**config.mk**
```make
export PLATFORM = sky130hd
export DESIGN_NAME = ps2_key_decoder
export DESIGN_NICKNAME = d
export VERILOG_FILES = /design/src/rtl/ps2_pkg.sv /design/src/rtl/ps2_event_fifo.sv /design/src/rtl/ps2_key_decoder.sv
export SDC_FILE = /design/constraint.sdc
export NUM_CORES = 1
export LEC_CHECK = 0
export BUFFER_PORTS_ARGS = -buffer_cell sky130_fd_sc_hd__buf_2
export CAP_MARGIN = 5
export CORE_AREA = 3 3 158 160
export CTS_BUF_LIST = sky130_fd_sc_hd__clkbuf_8
export DETAILED_ROUTE_END_ITERATION = 8
export DIE_AREA = 0 0 161 163
export SYNTH_ARGS = -nofsm -noshare
export SYNTH_HDL_FRONTEND = slang
export SYNTH_SLANG_ARGS = --single-unit
```
**constraint.sdc**
```tcl
create_clock -name clk -period 3.5 [get_ports clk]
set_input_delay 0.175 -clock clk [delete_from_list [all_inputs] [get_ports clk]]
set_output_delay 0.175 -clock clk [all_outputs]
set_load 0.005 [all_outputs]
```
**src/rtl/ps2_pkg.sv**
```systemverilog
// Shared types and constants for the PS/2 keyboard front end: frame FSM
// states, scan-code prefixes, the project key set and the event record.
package ps2_pkg;

  typedef enum logic [1:0] {
    IDLE  = 2'd0,
    DATA  = 2'd1,
    CHECK = 2'd2
  } state_t;

  localparam logic [7:0] PREFIX_EXT = 8'hE0;
  localparam logic [7:0] PREFIX_BRK = 8'hF0;

  localparam logic [7:0] KEY_F     = 8'h2B;
  localparam logic [7:0] KEY_H     = 8'h33;
  localparam logic [7:0] KEY_T     = 8'h2C;
  localparam logic [7:0] KEY_UP    = 8'h75;
  localparam logic [7:0] KEY_RIGHT = 8'h74;
  localparam logic [7:0] KEY_LEFT  = 8'h6B;
  localparam logic [7:0] KEY_DOWN  = 8'h72;
  localparam logic [7:0] KEY_ESC   = 8'h76;

  typedef struct packed {
    logic       ext;
    logic       brk;
    logic [7:0] code;
  } key_event_t;

  // Membership test against the key set; the E0 flag is deliberately not an
  // input because extended and plain variants are treated alike.
  function automatic logic in_key_set(input logic [7:0] code);
    logic hit;
    hit = 1'b0;
    case (code)
      KEY_F, KEY_H, KEY_T, KEY_UP,
      KEY_RIGHT, KEY_LEFT, KEY_DOWN, KEY_ESC: hit = 1'b1;
      default: hit = 1'b0;
    endcase
    return hit;
  endfunction

endpackage

```
**src/rtl/ps2_event_fifo.sv**
```systemverilog
// Synchronous event FIFO. The head entry is read straight from the storage
// registers so the consumer sees it without a read-latency cycle. A push
// while full is ignored here unless a pop frees a slot in the same cycle;
// reporting the dropped event is left to the instantiating block.
module ps2_event_fifo #(
  parameter int WIDTH = 10,
  parameter int DEPTH = 8
) (
  input  logic                     clk,
  input  logic                     reset,
  input  logic                     push,
  input  logic [WIDTH-1:0]         din,
  input  logic                     pop,
  output logic [WIDTH-1:0]         dout,
  output logic                     full,
  output logic                     empty,
  output logic [$clog2(DEPTH):0]   count
);

  localparam int AW = $clog2(DEPTH);

  logic [WIDTH-1:0] mem [DEPTH];
  logic [AW-1:0]    wr_ptr;
  logic [AW-1:0]    rd_ptr;
  logic             do_push;
  logic             do_pop;

  assign empty   = (count == '0);
  assign full    = (count == (AW+1)'(DEPTH));
  assign do_pop  = pop && !empty;
  assign do_push = push && (!full || do_pop);
  assign dout    = mem[rd_ptr];

  // Pointer and occupancy bookkeeping; pointers wrap naturally because the
  // depth is a power of two.
  always_ff @(posedge clk or negedge reset) begin
    if (!reset) begin
      wr_ptr <= '0;
      rd_ptr <= '0;
      count  <= '0;
    end else begin
      if (do_push) wr_ptr <= wr_ptr + 1'b1;
      if (do_pop)  rd_ptr <= rd_ptr + 1'b1;
      case ({do_push, do_pop})
        2'b10:   count <= count + 1'b1;
        2'b01:   count <= count - 1'b1;
        default: count <= count;
      endcase
    end
  end

  // Storage write; contents need no reset since the head is masked while empty.
  always_ff @(posedge clk) begin
    if (do_push) mem[wr_ptr] <= din;
  end

endmodule

```
**src/rtl/ps2_key_decoder.sv**
```systemverilog
// PS/2 keyboard front end: filters the raw PS/2 clock, receives 11-bit
// frames with start/parity/stop checking and an inactivity timeout, folds
// E0/F0 prefixes into make/break events and queues accepted keys.
module ps2_key_decoder
  import ps2_pkg::*;
#(
  parameter int FILTER_LEN     = 8,
  parameter int TIMEOUT_CYCLES = 100000,
  parameter int FIFO_DEPTH     = 8,
  parameter int ACCEPT_ALL     = 0
) (
  input  logic                          clk,
  input  logic                          reset,
  input  logic                          ps2d,
  input  logic                          ps2c,
  input  logic                          rx_en,
  output logic                          key_valid,
  input  logic                          key_ready,
  output logic [7:0]                    key_code,
  output logic                          key_ext,
  output logic                          key_break,
  output logic [$clog2(FIFO_DEPTH):0]   fifo_count,
  output logic                          parity_err,
  output logic                          frame_err,
  output logic                          overflow
);

  localparam int TW = $clog2(TIMEOUT_CYCLES + 1);
  localparam logic [TW-1:0] TIMEOUT_LAST = TW'(TIMEOUT_CYCLES - 1);

  logic [FILTER_LEN-1:0] filt_sr;
  logic                  filt_clk;
  logic                  fall_tick;

  state_t                state;
  state_t                next_state;
  logic [10:0]           frame;
  logic [3:0]            bit_cnt;
  logic [TW-1:0]         timer;
  logic                  timeout;

  logic                  byte_ok;
  logic [7:0]            rx_byte;
  logic                  ext_pend;
  logic                  brk_pend;
  logic                  push_req;
  logic                  fifo_push;
  logic                  fifo_pop;
  logic                  fifo_full;
  logic                  fifo_empty;
  key_event_t            new_event;
  key_event_t            head_event;

  // A fall tick is the cycle where the filter is about to flip from 1 to 0.
  assign fall_tick = filt_clk && (filt_sr == '0);

  // Glitch filter: the filtered clock only changes once the whole window agrees.
  always_ff @(posedge clk or negedge reset) begin
    if (!reset) begin
      filt_sr  <= '0;
      filt_clk <= 1'b0;
    end else begin
      filt_sr <= {filt_sr[FILTER_LEN-2:0], ps2c};
      if (&filt_sr)
        filt_clk <= 1'b1;
      else if (filt_sr == '0)
        filt_clk <= 1'b0;
    end
  end

  // Frame FSM state register.
  always_ff @(posedge clk or negedge reset) begin
    if (!reset) state <= IDLE;
    else        state <= next_state;
  end

  assign timeout = (state == DATA) && !fall_tick && (timer == TIMEOUT_LAST);

  // Frame FSM next-state logic; rx_en only gates the start of a frame.
  always_comb begin
    next_state = state;
    case (state)
      IDLE:  if (fall_tick && rx_en) next_state = DATA;
      DATA: begin
        if (fall_tick && bit_cnt == 4'd1) next_state = CHECK;
        else if (timeout)                 next_state = IDLE;
      end
      CHECK: next_state = IDLE;
      default: next_state = IDLE;
    endcase
  end

  // Frame FSM outputs: frame checks in CHECK, timeout report in DATA.
  always_comb begin
    frame_err  = 1'b0;
    parity_err = 1'b0;
    byte_ok    = 1'b0;
    if (state == CHECK) begin
      frame_err  = frame[0] || !frame[10];
      parity_err = !(^frame[9:1]);
      byte_ok    = !frame_err && !parity_err;
    end else if (timeout) begin
      frame_err = 1'b1;
    end
  end

  // Bit shifter (LSB first) and remaining-bit counter.
  always_ff @(posedge clk or negedge reset) begin
    if (!reset) begin
      frame   <= '0;
      bit_cnt <= '0;
    end else if (fall_tick) begin
      if (state == IDLE && rx_en) begin
        frame   <= {ps2d, frame[10:1]};
        bit_cnt <= 4'd10;
      end else if (state == DATA) begin
        frame   <= {ps2d, frame[10:1]};
        bit_cnt <= bit_cnt - 1'b1;
      end
    end
  end

  // Inactivity timer, restarted by every fall tick and idle outside DATA.
  always_ff @(posedge clk or negedge reset) begin
    if (!reset)                         timer <= '0;
    else if (fall_tick || state != DATA) timer <= '0;
    else                                timer <= timer + 1'b1;
  end

  assign rx_byte = frame[8:1];

  // Prefix flags: remember E0/F0 until the key byte arrives; errors wipe them.
  always_ff @(posedge clk or negedge reset) begin
    if (!reset) begin
      ext_pend <= 1'b0;
      brk_pend <= 1'b0;
    end else if (frame_err || parity_err) begin
      ext_pend <= 1'b0;
      brk_pend <= 1'b0;
    end else if (byte_ok) begin
      if (rx_byte == PREFIX_EXT) begin
        ext_pend <= 1'b1;
      end else if (rx_byte == PREFIX_BRK) begin
        brk_pend <= 1'b1;
      end else begin
        ext_pend <= 1'b0;
        brk_pend <= 1'b0;
      end
    end
  end

  // Event formation and key-set filtering of completed key bytes.
  always_comb begin
    new_event.ext  = ext_pend;
    new_event.brk  = brk_pend;
    new_event.code = rx_byte;
    push_req = byte_ok && (rx_byte != PREFIX_EXT) && (rx_byte != PREFIX_BRK) &&
               ((ACCEPT_ALL != 0) || in_key_set(rx_byte));
  end

  assign fifo_pop  = key_valid && key_ready;
  assign fifo_push = push_req;
  assign overflow  = push_req && fifo_full && !fifo_pop;

  ps2_event_fifo #(
    .WIDTH (10),
    .DEPTH (FIFO_DEPTH)
  ) u_fifo (
    .clk   (clk),
    .reset (reset),
    .push  (fifo_push),
    .din   (new_event),
    .pop   (fifo_pop),
    .dout  (head_event),
    .full  (fifo_full),
    .empty (fifo_empty),
    .count (fifo_count)
  );

  // Head presentation, masked to zero while the FIFO is empty.
  always_comb begin
    key_valid = !fifo_empty;
    key_code  = fifo_empty ? 8'h00 : head_event.code;
    key_ext   = !fifo_empty && head_event.ext;
    key_break = !fifo_empty && head_event.brk;
  end

endmodule

```
==> results.toml <==
[worst_setup_path]
path_buf_inv = 2
critPathTopFamily = "XOR/XNOR gates"
required_ns = 3.86
worstSetupPathType = "reg2reg"
cp_max_fo = 5
cp_cell_sequence = "inv_1, ha_1, xnor3_1, xnor2_2, nand4b_4, or3_4, nand2_1, inv_1, ha_1, a21o_1, a21oi_2, and2_1, o31ai_1, o31ai_2, xor2_1"
cpPeakStageDelay_ns = 0.43
crit_slowest_cell = "xnor3_1"
arrival_ns = 3.60
startpoint_type = "flip-flop"
endpoint_kind = "flip-flop"

[floorplanning]
die_h_um = 163
initial_core_util_pct = 24.95
die_w_um = 161
core-area_sq_mm = 0.02354
rows = 56
num_io_pins = 24
die_area_sq_mm = 0.02624

[synth]
ys_seq_area_share_pct = 64.32
synthFlopType = "edfxtp_1"
yosysWarnings = 0
avgSynthCellArea_sq_um = 14.47
synth-edff-count = 80
syn_inst = 406
synth_area_sq_mm = 0.005874
synthDistinctLibCells = 46
ys_ff_latch = 135
synth_fp_nets = 433
async_flop_share_pct = 40.74

[global_routing]
grt-ovfl-total = 0
grt_max_degree = 56
grt_pass1_wl_mm = 18.44
grt_pass1_vias = 3542
grt_antenna_before_repair = 0
grtUsageTotal_pct = 9.020

[layout]
drive_gt1_share_pct = 24.79
layout.area.seq_sq_mm = 0.003779
final_core_util_pct = 29.74
antenna_cells = 0
multi_input_area_sq_mm = 0.002021
fin_cells = 795
fillerInstances = 2372
nNetsFinal = 490
syn_to_final_growth_pct = 19.19

[timing]
slew_headroom_pct = 36.37
max_freq_mhz = 308.3
hold_violations = 0
layout_min_cycle_time_ns = 3.243
rsz0062_at_grt = "false"
setup-tns-final_ns = 0
maxSlewViolCount = 0
clock_skew_ns = 0.009800
timing.final.crit_share_pct = 92.67
worst_slew_pin_slew_ns = 0.9545
setup_violations = 0

[detailed_routing]
ant_nets = 0
dr_total_vias = 3335
firstDrtPassIters = 5
drcViolationCount = 0
wl_mm = 11.25
routed_via_density = 4.195
wl_per_cell_um = 14.15
drt_iter0_markers = 178

[place]
dpl.cell_count = 758
hpwl_mm = 7.351
place_congestion = 0.7815
portBuffers = 23

[power_and_ir_drop]
clkPwrFrac_pct = 33.1
switchingPower_mw = 1.192
p_per_area_mw_per_mm2 = 580.0
power_leakage_nw = 2.672
vdd_ir_drop_max_mv = 0.2666
combPwrFrac_pct = 20.4
p_sw_share_pct = 29.34
p_int_mw = 2.870
p_seq_share_pct = 46.5

[clock_tree]
path_clk_slew_ns = 0.08
cts_tree = "done"
cts.sinks = 135
cts_buffers = 17
cts_buffer_depth = 2
cts-root-buf = "clkbuf_8"
clk_latency_ns = 0.43
htreeDepth = 4

[min_path]
hold_class = "in2reg"

[outcome]
status = "complete, no violations"

[run]
maxCapViolCount = 0
==> sequential cells by signal, summed over array words and instances, names as in the netlist <==
signal / flops
u_fifo.mem: 80
filt_sr: 8
brk_pend: 1
ext_pend: 1
bit_cnt: 4
timer: 17
frame: 11
state: 2
u_fifo.wr_ptr: 3
u_fifo.count: 4
u_fifo.rd_ptr: 3
filt_clk: 1
==> cells in the mapped netlist, drive strengths merged (2+ instances only) <==
cell,instances,area [sq um]
or2,2,12.51
nor3,9,45.04
mux4,20,450.4
and4,4,35.03
nand4,3,18.77
mux2,4,45.04
a21oi,5,25.02
and3,3,18.77
xor2,10,87.58
nor2,41,153.9
ha,20,250.2
mux2i,14,140.1
nand3b,2,15.01
or3,2,12.51
nand2,33,123.9
or4b,2,23.77
nand2b,2,12.51
and2b,2,15.01
edfxtp,80,2402
dfrtp,55,1376
buf,3,18.77
clkbuf,8,30.03
o31ai,2,20.02
o21ai,14,70.07
nor4,7,43.79
nand3,11,55.05
inv,19,71.32
a32oi,2,17.52
and2,2,12.51
xnor2,13,121.4
==> layout by cell type (no fill, tap or decap), drive strengths merged, types with 14 or more instances in the layout <==
cell    Yosys  final
mux2i      14     14
dfrtp      55     55
ha         20     20
nand2      33     33
buf         3     46
nor2       41     41
clkbuf      8     17
mux4       20     20
edfxtp     80     80
o21ai      14     14
inv        19     29
==> stage by stage <==
stage                     cell area (sq um)  total power [mW]  hold slack, ns  worst slack, ns
after floorplan                        5874             2.459         -0.1206          -0.2003
after global placement                 6534             2.751          0.2959           0.2554
after detailed placement               6534             2.773          0.2963           0.1645
after CTS                              6978             4.128         0.08569           0.1436
after global routing                   7002             4.285          0.1013          0.02414
final                                  7002             4.061          0.1090           0.2566
==> cells by family after synthesis <==
logic type               count (synthesis)  share of synthesized area (%)
XOR/XNOR                                24                          3.940
AND/OR/NAND/NOR                        128                          11.12
buffers and inverters                   30                          2.045
AO/OA/AOI/OAI                           30                          3.153
adder cells (fa/ha/maj)                 21                          4.601
multiplexers                            38                          10.82
flip-flops                             135                          64.32
==> worst register-to-register path, cell delays in order (launching register included) <==
cell and delay (ns):
dfrtp_1 0.36, inv_1 0.07, ha_1 0.28, xnor3_1 0.43, xnor2_2 0.24, nand4b_4 0.15, or3_4 0.40, nand2_1 0.11
inv_1 0.07, ha_1 0.27, a21o_1 0.19, a21oi_2 0.16, and2_1 0.14, o31ai_1 0.07, o31ai_2 0.08, xor2_1 0.16
==> power groups by stage <==
| stage | clock network [mW] | logic [mW] | registers [mW] |
|---|---|---|---|
| detailed placement | 0 | 0.846 | 1.93 |
| CTS | 1.38 | 0.851 | 1.89 |
| floorplan | 0 | 0.622 | 1.84 |
| finish | 1.35 | 0.828 | 1.89 |
| global placement | 0 | 0.827 | 1.92 |
| global route | 1.45 | 0.928 | 1.90 |
==> what timing repair did <==
item | in CTS | in global routing
setup buffers | 0 | 2
endpoints found under the hold margin | 57 | 0
gates resized for setup | 0 | 2
hold buffers | 3 | 0
endpoints found under the setup margin | 0 | 1
==> worst paths after layout <==
| check | cells past startpoint | from | slack (ns) | to |
|---|---|---|---|---|
| min in group asynchronous | 3 | reset | 0.40 | bit_cnt[3]$_DFFE_PN0P_ |
| max reg2reg | 15 | frame[1]$_DFFE_PN0P_ | 0.26 | u_fifo.count[3]$_DFFE_PN0P_ |
| max in group asynchronous | 3 | reset | 2.64 | filt_sr[0]$_DFF_PN0_ |
| max | 15 | frame[1]$_DFFE_PN0P_ | 0.26 | u_fifo.count[3]$_DFFE_PN0P_ |
| min reg2reg | 0 | filt_sr[1]$_DFF_PN0_ | 0.41 | filt_sr[2]$_DFF_PN0_ |
| min | 3 | key_ready | 0.11 | u_fifo.rd_ptr[0]$_DFFE_PN0P_ |
==> final cells by class <==
type                    instances  share of cell area, %
multi-input cells             241                  28.86
well taps                     319                  5.700
clock inverters                15                  2.573
inverters                      19                  1.019
clock buffers                  17                  3.342
repair buffers                 49                  4.539
flip-flops and latches        135                  53.97
==> metal layers <==
metal / share of wire (%) / global-route usage (%)
met5: 0 / 0
met4: 1.5 / 3.402
met2: 50 / 15.07
met3: 3.5 / 2.391
met1: 45 / 11.26
Note: power is estimated with default switching activity, not from simulation.
